--- config.mk ---
export PLATFORM = sky130hd
export DESIGN_NAME = univ_shift_ctrl_flat
export DESIGN_NICKNAME = d
export VERILOG_FILES = /design/src/rtl/univ_shift_ctrl_if.sv /design/src/rtl/univ_shift_ctrl.sv /design/src/flat_wrapper.sv
export SDC_FILE = /design/constraint.sdc
export NUM_CORES = 1
export LEC_CHECK = 0
export BUFFER_PORTS_ARGS = -buffer_cell sky130_fd_sc_hd__buf_4
export CAP_MARGIN = 20
export CORE_MARGIN = 2
export CORE_UTILIZATION = 30
export CTS_CLUSTER_DIAMETER = 150
export CTS_CLUSTER_SIZE = 24
export DETAILED_ROUTE_END_ITERATION = 10
export PLACE_DENSITY = 0.64
export SYNTH_ARGS = -nofsm -noshare
export SYNTH_HDL_FRONTEND = slang
export SYNTH_SLANG_ARGS = --single-unit
--- constraint.sdc ---
create_clock -name i_clk -period 1.97 [get_ports i_clk]
set_input_delay 0 -clock i_clk [delete_from_list [all_inputs] [get_ports i_clk]]
set_output_delay 0 -clock i_clk [all_outputs]
set_load 0.005 [all_outputs]
--- src/rtl/univ_shift_ctrl_if.sv ---
// Command and register-control bundle between univ_shift_ctrl and its surroundings.
// The master side issues commands and hosts the shift register; the slave side is the controller.
interface univ_shift_ctrl_if #(
  parameter int N  = 4,
  parameter int AW = 3
);
  logic          cmd_valid;
  logic          cmd_ready;
  logic [1:0]    cmd_op;
  logic [AW-1:0] cmd_amt;
  logic [N-1:0]  cmd_data;
  logic          abort;
  logic [N-1:0]  Q;
  logic [1:0]    s;
  logic          MSB_in;
  logic          LSB_in;
  logic [N-1:0]  I;
  logic          busy;
  logic          done;

  modport master (
    output cmd_valid, cmd_op, cmd_amt, cmd_data, abort, Q,
    input  cmd_ready, s, MSB_in, LSB_in, I, busy, done
  );

  modport slave (
    input  cmd_valid, cmd_op, cmd_amt, cmd_data, abort, Q,
    output cmd_ready, s, MSB_in, LSB_in, I, busy, done
  );
endinterface

--- src/rtl/univ_shift_ctrl.sv ---
// Sequencer for a 4-mode universal shift register: parallel load, amt shift steps,
// then a one-cycle done pulse. Rotate fill comes from the register's Q feedback.
module univ_shift_ctrl #(
  parameter int N  = 4,
  parameter int AW = 3
) (
  input  logic             i_clk,
  input  logic             i_reset,
  univ_shift_ctrl_if.slave bus
);

  typedef enum logic [1:0] {
    ST_IDLE  = 2'd0,
    ST_LOAD  = 2'd1,
    ST_SHIFT = 2'd2,
    ST_DONE  = 2'd3
  } state_t;

  state_t        r_state;
  logic [1:0]    r_op;
  logic [AW-1:0] r_cnt;
  logic [N-1:0]  r_i;

  logic [1:0]    w_s;
  logic          w_msb_in;
  logic          w_lsb_in;

  // State, captured command and load data
  always_ff @(posedge i_clk or posedge i_reset) begin
    if (i_reset) begin
      r_state <= ST_IDLE;
      r_op    <= 2'b00;
      r_cnt   <= '0;
      r_i     <= '0;
    end else begin
      case (r_state)
        ST_IDLE: begin
          if (bus.cmd_valid) begin
            r_op    <= bus.cmd_op;
            r_cnt   <= bus.cmd_amt;
            r_i     <= bus.cmd_data;
            r_state <= ST_LOAD;
          end
        end
        ST_LOAD: begin
          if (bus.abort)
            r_state <= ST_IDLE;
          else if (r_cnt != '0)
            r_state <= ST_SHIFT;
          else
            r_state <= ST_DONE;
        end
        ST_SHIFT: begin
          if (bus.abort) begin
            r_state <= ST_IDLE;
          end else begin
            r_cnt <= r_cnt - AW'(1);
            if (r_cnt == AW'(1))
              r_state <= ST_DONE;
          end
        end
        ST_DONE: r_state <= ST_IDLE;
        default: r_state <= ST_IDLE;
      endcase
    end
  end

  // Register mode and fill bits; op[0] selects left vs right, op[1] selects rotate
  always_comb begin
    w_s      = 2'b00;
    w_msb_in = 1'b0;
    w_lsb_in = 1'b0;
    case (r_state)
      ST_LOAD:  w_s = 2'b11;
      ST_SHIFT: begin
        if (r_op[0]) begin
          w_s      = 2'b10;
          w_lsb_in = r_op[1] ? bus.Q[N-1] : 1'b0;
        end else begin
          w_s      = 2'b01;
          w_msb_in = r_op[1] ? bus.Q[0] : 1'b0;
        end
      end
      default:  w_s = 2'b00;
    endcase
  end

  assign bus.s         = w_s;
  assign bus.MSB_in    = w_msb_in;
  assign bus.LSB_in    = w_lsb_in;
  assign bus.I         = r_i;
  assign bus.busy      = (r_state != ST_IDLE);
  assign bus.done      = (r_state == ST_DONE);
  assign bus.cmd_ready = (r_state == ST_IDLE);

endmodule

--- src/flat_wrapper.sv ---
// flat-port wrapper written by rule: the top's interface ports become plain ports
module univ_shift_ctrl_flat 
#(
  parameter int N  = 4,
  parameter int AW = 3
)
  (i_clk, i_reset, bus_cmd_valid, bus_cmd_op, bus_cmd_amt, bus_cmd_data, bus_abort, bus_Q, bus_cmd_ready, bus_s, bus_MSB_in, bus_LSB_in, bus_I, bus_busy, bus_done);
  univ_shift_ctrl_if #(.N(N), .AW(AW)) bus_i ();
  input  logic i_clk;
  input  logic i_reset;
  input wire logic [$bits(bus_i.cmd_valid)-1:0] bus_cmd_valid;
  input wire logic [$bits(bus_i.cmd_op)-1:0] bus_cmd_op;
  input wire logic [$bits(bus_i.cmd_amt)-1:0] bus_cmd_amt;
  input wire logic [$bits(bus_i.cmd_data)-1:0] bus_cmd_data;
  input wire logic [$bits(bus_i.abort)-1:0] bus_abort;
  input wire logic [$bits(bus_i.Q)-1:0] bus_Q;
  output wire logic [$bits(bus_i.cmd_ready)-1:0] bus_cmd_ready;
  output wire logic [$bits(bus_i.s)-1:0] bus_s;
  output wire logic [$bits(bus_i.MSB_in)-1:0] bus_MSB_in;
  output wire logic [$bits(bus_i.LSB_in)-1:0] bus_LSB_in;
  output wire logic [$bits(bus_i.I)-1:0] bus_I;
  output wire logic [$bits(bus_i.busy)-1:0] bus_busy;
  output wire logic [$bits(bus_i.done)-1:0] bus_done;
  assign bus_i.cmd_valid = bus_cmd_valid;
  assign bus_i.cmd_op = bus_cmd_op;
  assign bus_i.cmd_amt = bus_cmd_amt;
  assign bus_i.cmd_data = bus_cmd_data;
  assign bus_i.abort = bus_abort;
  assign bus_i.Q = bus_Q;
  assign bus_cmd_ready = bus_i.cmd_ready;
  assign bus_s = bus_i.s;
  assign bus_MSB_in = bus_i.MSB_in;
  assign bus_LSB_in = bus_i.LSB_in;
  assign bus_I = bus_i.I;
  assign bus_busy = bus_i.busy;
  assign bus_done = bus_i.done;
  univ_shift_ctrl #(.N(N), .AW(AW)) u_core (.i_clk(i_clk), .i_reset(i_reset), .bus(bus_i));
endmodule
==> impl_metrics.toml <==
[outcome]
status = "completed"

[clock_network]
postCtsSetupRepairBufs = 0
cts.root.buffer_cell = "sky130_fd_sc_hd__clkbuf_4"
clk_transition_reported_paths_ns = 0.07
htreeDepth = 1
cts_max_path_buffers = 2
number_of_buffers_created_by_cts = 3
clock_tree_from_tritoncts = "built"
clock_latency_ns = 0.26
cts_sinks = 11
cts_resized = 0

[floorplan]
initial_util = 0.314
floorplan.die.height_um = 51.7
io_pins = 28
std_cell_rows = 17
die_width_um = 51.7
core_area_um2 = 2170
die_area_um2 = 2670

[logic_synthesis]
synth.top_cells.by_area = "sky130_fd_sc_hd__dfrtp_1, sky130_fd_sc_hd__ha_1, sky130_fd_sc_hd__mux2_2, sky130_fd_sc_hd__mux2i_1, sky130_fd_sc_hd__inv_1"
synth-seq-area-share = 0.404
asyncSetResetFlopFracSynth = 1.00
netlist.area_leader.share = 0.404
most_frequently_used_cell_type_in_the_post_synthesis_netlist = "sky130_fd_sc_hd__dfrtp_1"
synth_edf_count = 0
netlist.top_cell.by_area = "sky130_fd_sc_hd__dfrtp_1"
synth_top_cells_by_count = "sky130_fd_sc_hd__dfrtp_1, sky130_fd_sc_hd__inv_1, sky130_fd_sc_hd__ha_1"
synth_cell_types = 24
avgSynthCellArea_um2 = 11.0
ys_warn_count = 0
syn-instance-count = 62
ys.flop_type = "sky130_fd_sc_hd__dfrtp_1"
mappedNetlistArea_um2 = 682
synth.net_count = 86
synth.ff_latch_count = 11

[placed_design]
post-place-cells = 114
numPortBuffers = 25
detailedPlacementHpwl_um = 1120
gp_routability_congestion = 0.730

[grt]
number_of_global_route_vias_before_repair = 585
grt_pass1_wl_um = 2480
grtUsageTotal = 0.125
antenna_found_initial = 0
grt_start_max_net_pins = 13
grt_remaining_overflow = 0

[critical_path]
critical_path_required_ns = 2.17
rr_worst_depth = 5
worst_setup_path_startpoint = "u_core.r_state[0]"
crit-reg2reg-launch = "u_core.r_state[0]"
critical_path.cell_chain = "inv_1 -> ha_1 -> nand2b_1 -> or4b_1 -> nand4_1"
critical-path-max-stage-delay_ns = 0.49
critical_path_peak_fanout = 12
r2r-end = "u_core.r_cnt[2]"
critPathArrivalTime_ns = 1.94
critical_path_type = "reg2reg"
timing.reg2reg.setup_slack_ns = 0.23
startpoint_type = "flip-flop"
critical_path.slowest_cell = "sky130_fd_sc_hd__or4b_1"
endpoint_kind = "flip-flop"
setup.worst_path.end = "u_core.r_cnt[2]"

[sta]
max_freq_mhz = 575
timing_worst_slew_pin_value_ns = 0.432
final_hold_viol_count = 0
timing.setup.tns_ns = 0
tightest_slew_margin_relative_to_the_limit = 0.711
setup-violations-final = 0
drv_slew = 0
fin_worst_skew_ns = 0.00158
grt_setup_unrepaired = "false"
layout_worst_path_cycle_share = 0.883
min_period_ns = 1.74

[cells_and_area]
utilization_of_the_core_after_routing = 0.464
layout_filler_cell_count = 220
multi_input_comb_area_um2 = 372
final_cell_count_no_fill = 126
final_nets = 123
layout-drive-gt1-share = 0.357
sequential_cell_area_um2 = 275
syn2layout_area_growth_pct = 47.5
antenna_cells_inserted = 0

[drt]
route.detailed.wl_per_inst_um = 11.8
ant_nets = 0
finalWirelength_um = 1490
detail_route.vias_per_cell = 4.65
drt_pass1_iterations = 4
count_of_routing_violations_after_the_opening_detailed_route_iteration = 6
drc = 0
routed-via-count = 586

[job]
cap_viol_max_count = 0

[pwr]
irDropWorstVdd_mv = 0.670
report.power.total_w = 0.00136
power.density_cell_area_nw_per_um2 = 1350
p_leak_nw = 0.488

[min_path]
worstHoldStart = "bus_cmd_amt[1]"
worst_hold_path_type = "in2reg"
flip-flops by register name, indices dropped and copies added, names as in the netlist:
| signal | flops |
|---|---|
| u_core.r_cnt | 3 |
| u_core.r_state | 2 |
| u_core.r_op | 2 |
| u_core.bus.I | 4 |
how the worst min path moves through the flow:
stage                      endpoint  slack [ns]  depth (start not counted)
floorplan           u_core.bus.I[0]       -0.15                          1
global placement    u_core.bus.I[1]        0.03                          2
detailed placement  u_core.bus.I[3]        0.03                          2
CTS                 u_core.r_cnt[1]        0.05                          3
global route        u_core.r_cnt[0]        0.08                          3
finish              u_core.r_cnt[1]        0.05                          3
where the power goes:
part | internal [W] | total, W | switching [W]
sequential | 0.000345 | 0.000430 | 0.0000849
clock | 0.0000783 | 0.000154 | 0.0000759
combinational | 0.000438 | 0.000779 | 0.000341
layout make-up:
| cell class | instances | share of cell area |
|---|---|---|
| multi-input cells | 42 | 0.369 |
| flip-flops and latches | 11 | 0.274 |
| repair buffers | 33 | 0.266 |
| well taps | 28 | 0.0348 |
| inverters | 8 | 0.0299 |
| clock buffers | 4 | 0.0261 |
worst max-delay path: cells and delay by family, from the launching register on:
| kind | cells | cell delay (ns) |
|---|---|---|
| AND/OR/NAND/NOR | 3 | 0.75 |
| flip-flops | 1 | 0.42 |
| adder cells (fa/ha/maj) | 1 | 0.42 |
| buffers and inverters | 1 | 0.09 |
kinds of logic (layout without fill, tap and decap cells):
| group | after synthesis | count (layout) | synth area share |
|---|---|---|---|
| flops | 11 | 11 | 0.404 |
| compound gates | 8 | 8 | 0.0826 |
| simple gates | 17 | 17 | 0.174 |
| buf+inv | 9 | 45 | 0.0514 |
| mux | 10 | 10 | 0.160 |
| fa+ha+maj | 7 | 7 | 0.128 |
layout by cell type (no fill, tap or decap):
cell type / count
sky130_fd_sc_hd__a21boi_0: 1
sky130_fd_sc_hd__a21oi_1: 3
sky130_fd_sc_hd__and4_1: 1
sky130_fd_sc_hd__and4b_1: 1
sky130_fd_sc_hd__buf_4: 25
sky130_fd_sc_hd__clkbuf_1: 1
sky130_fd_sc_hd__clkbuf_4: 3
sky130_fd_sc_hd__dfrtp_1: 11
sky130_fd_sc_hd__dlygate4sd3_1: 8
sky130_fd_sc_hd__ha_1: 7
sky130_fd_sc_hd__inv_1: 8
sky130_fd_sc_hd__mux2_1: 1
sky130_fd_sc_hd__mux2_2: 6
sky130_fd_sc_hd__mux2i_1: 3
sky130_fd_sc_hd__nand2_1: 3
sky130_fd_sc_hd__nand2b_1: 4
sky130_fd_sc_hd__nand3_1: 1
sky130_fd_sc_hd__nand3b_1: 1
sky130_fd_sc_hd__nand4_1: 1
sky130_fd_sc_hd__nor2b_1: 2
sky130_fd_sc_hd__nor2b_4: 1
sky130_fd_sc_hd__nor4b_1: 1
sky130_fd_sc_hd__o21ai_0: 1
sky130_fd_sc_hd__o2bb2a_1: 1
sky130_fd_sc_hd__o32a_1: 1
sky130_fd_sc_hd__o32ai_1: 1
sky130_fd_sc_hd__or4b_1: 1
what timing repair did:
item,in CTS,in global routing
endpoints found under the setup margin,0,0
hold buffers,8,0
endpoints found under the hold margin,18,0
metal layers:
metal  part of all wire  global-route usage  wire (µm)
met5                  0                   0          0
met4                  0              0.0526          0
met3              0.055              0.0316         82
met2               0.51               0.212        758
met1               0.44               0.150        648
through the flow:
stage               area [µm²]  setup slack [ns]  hold slack [ns]
floorplan                  682             0.485           -0.148
global placement           900             0.323           0.0274
detailed placement         900             0.247           0.0283
CTS                       1010             0.233           0.0483
global route              1010             0.124           0.0770
finish                    1010             0.231           0.0536
No activity file was read; power rests on OpenSTA's default activity.
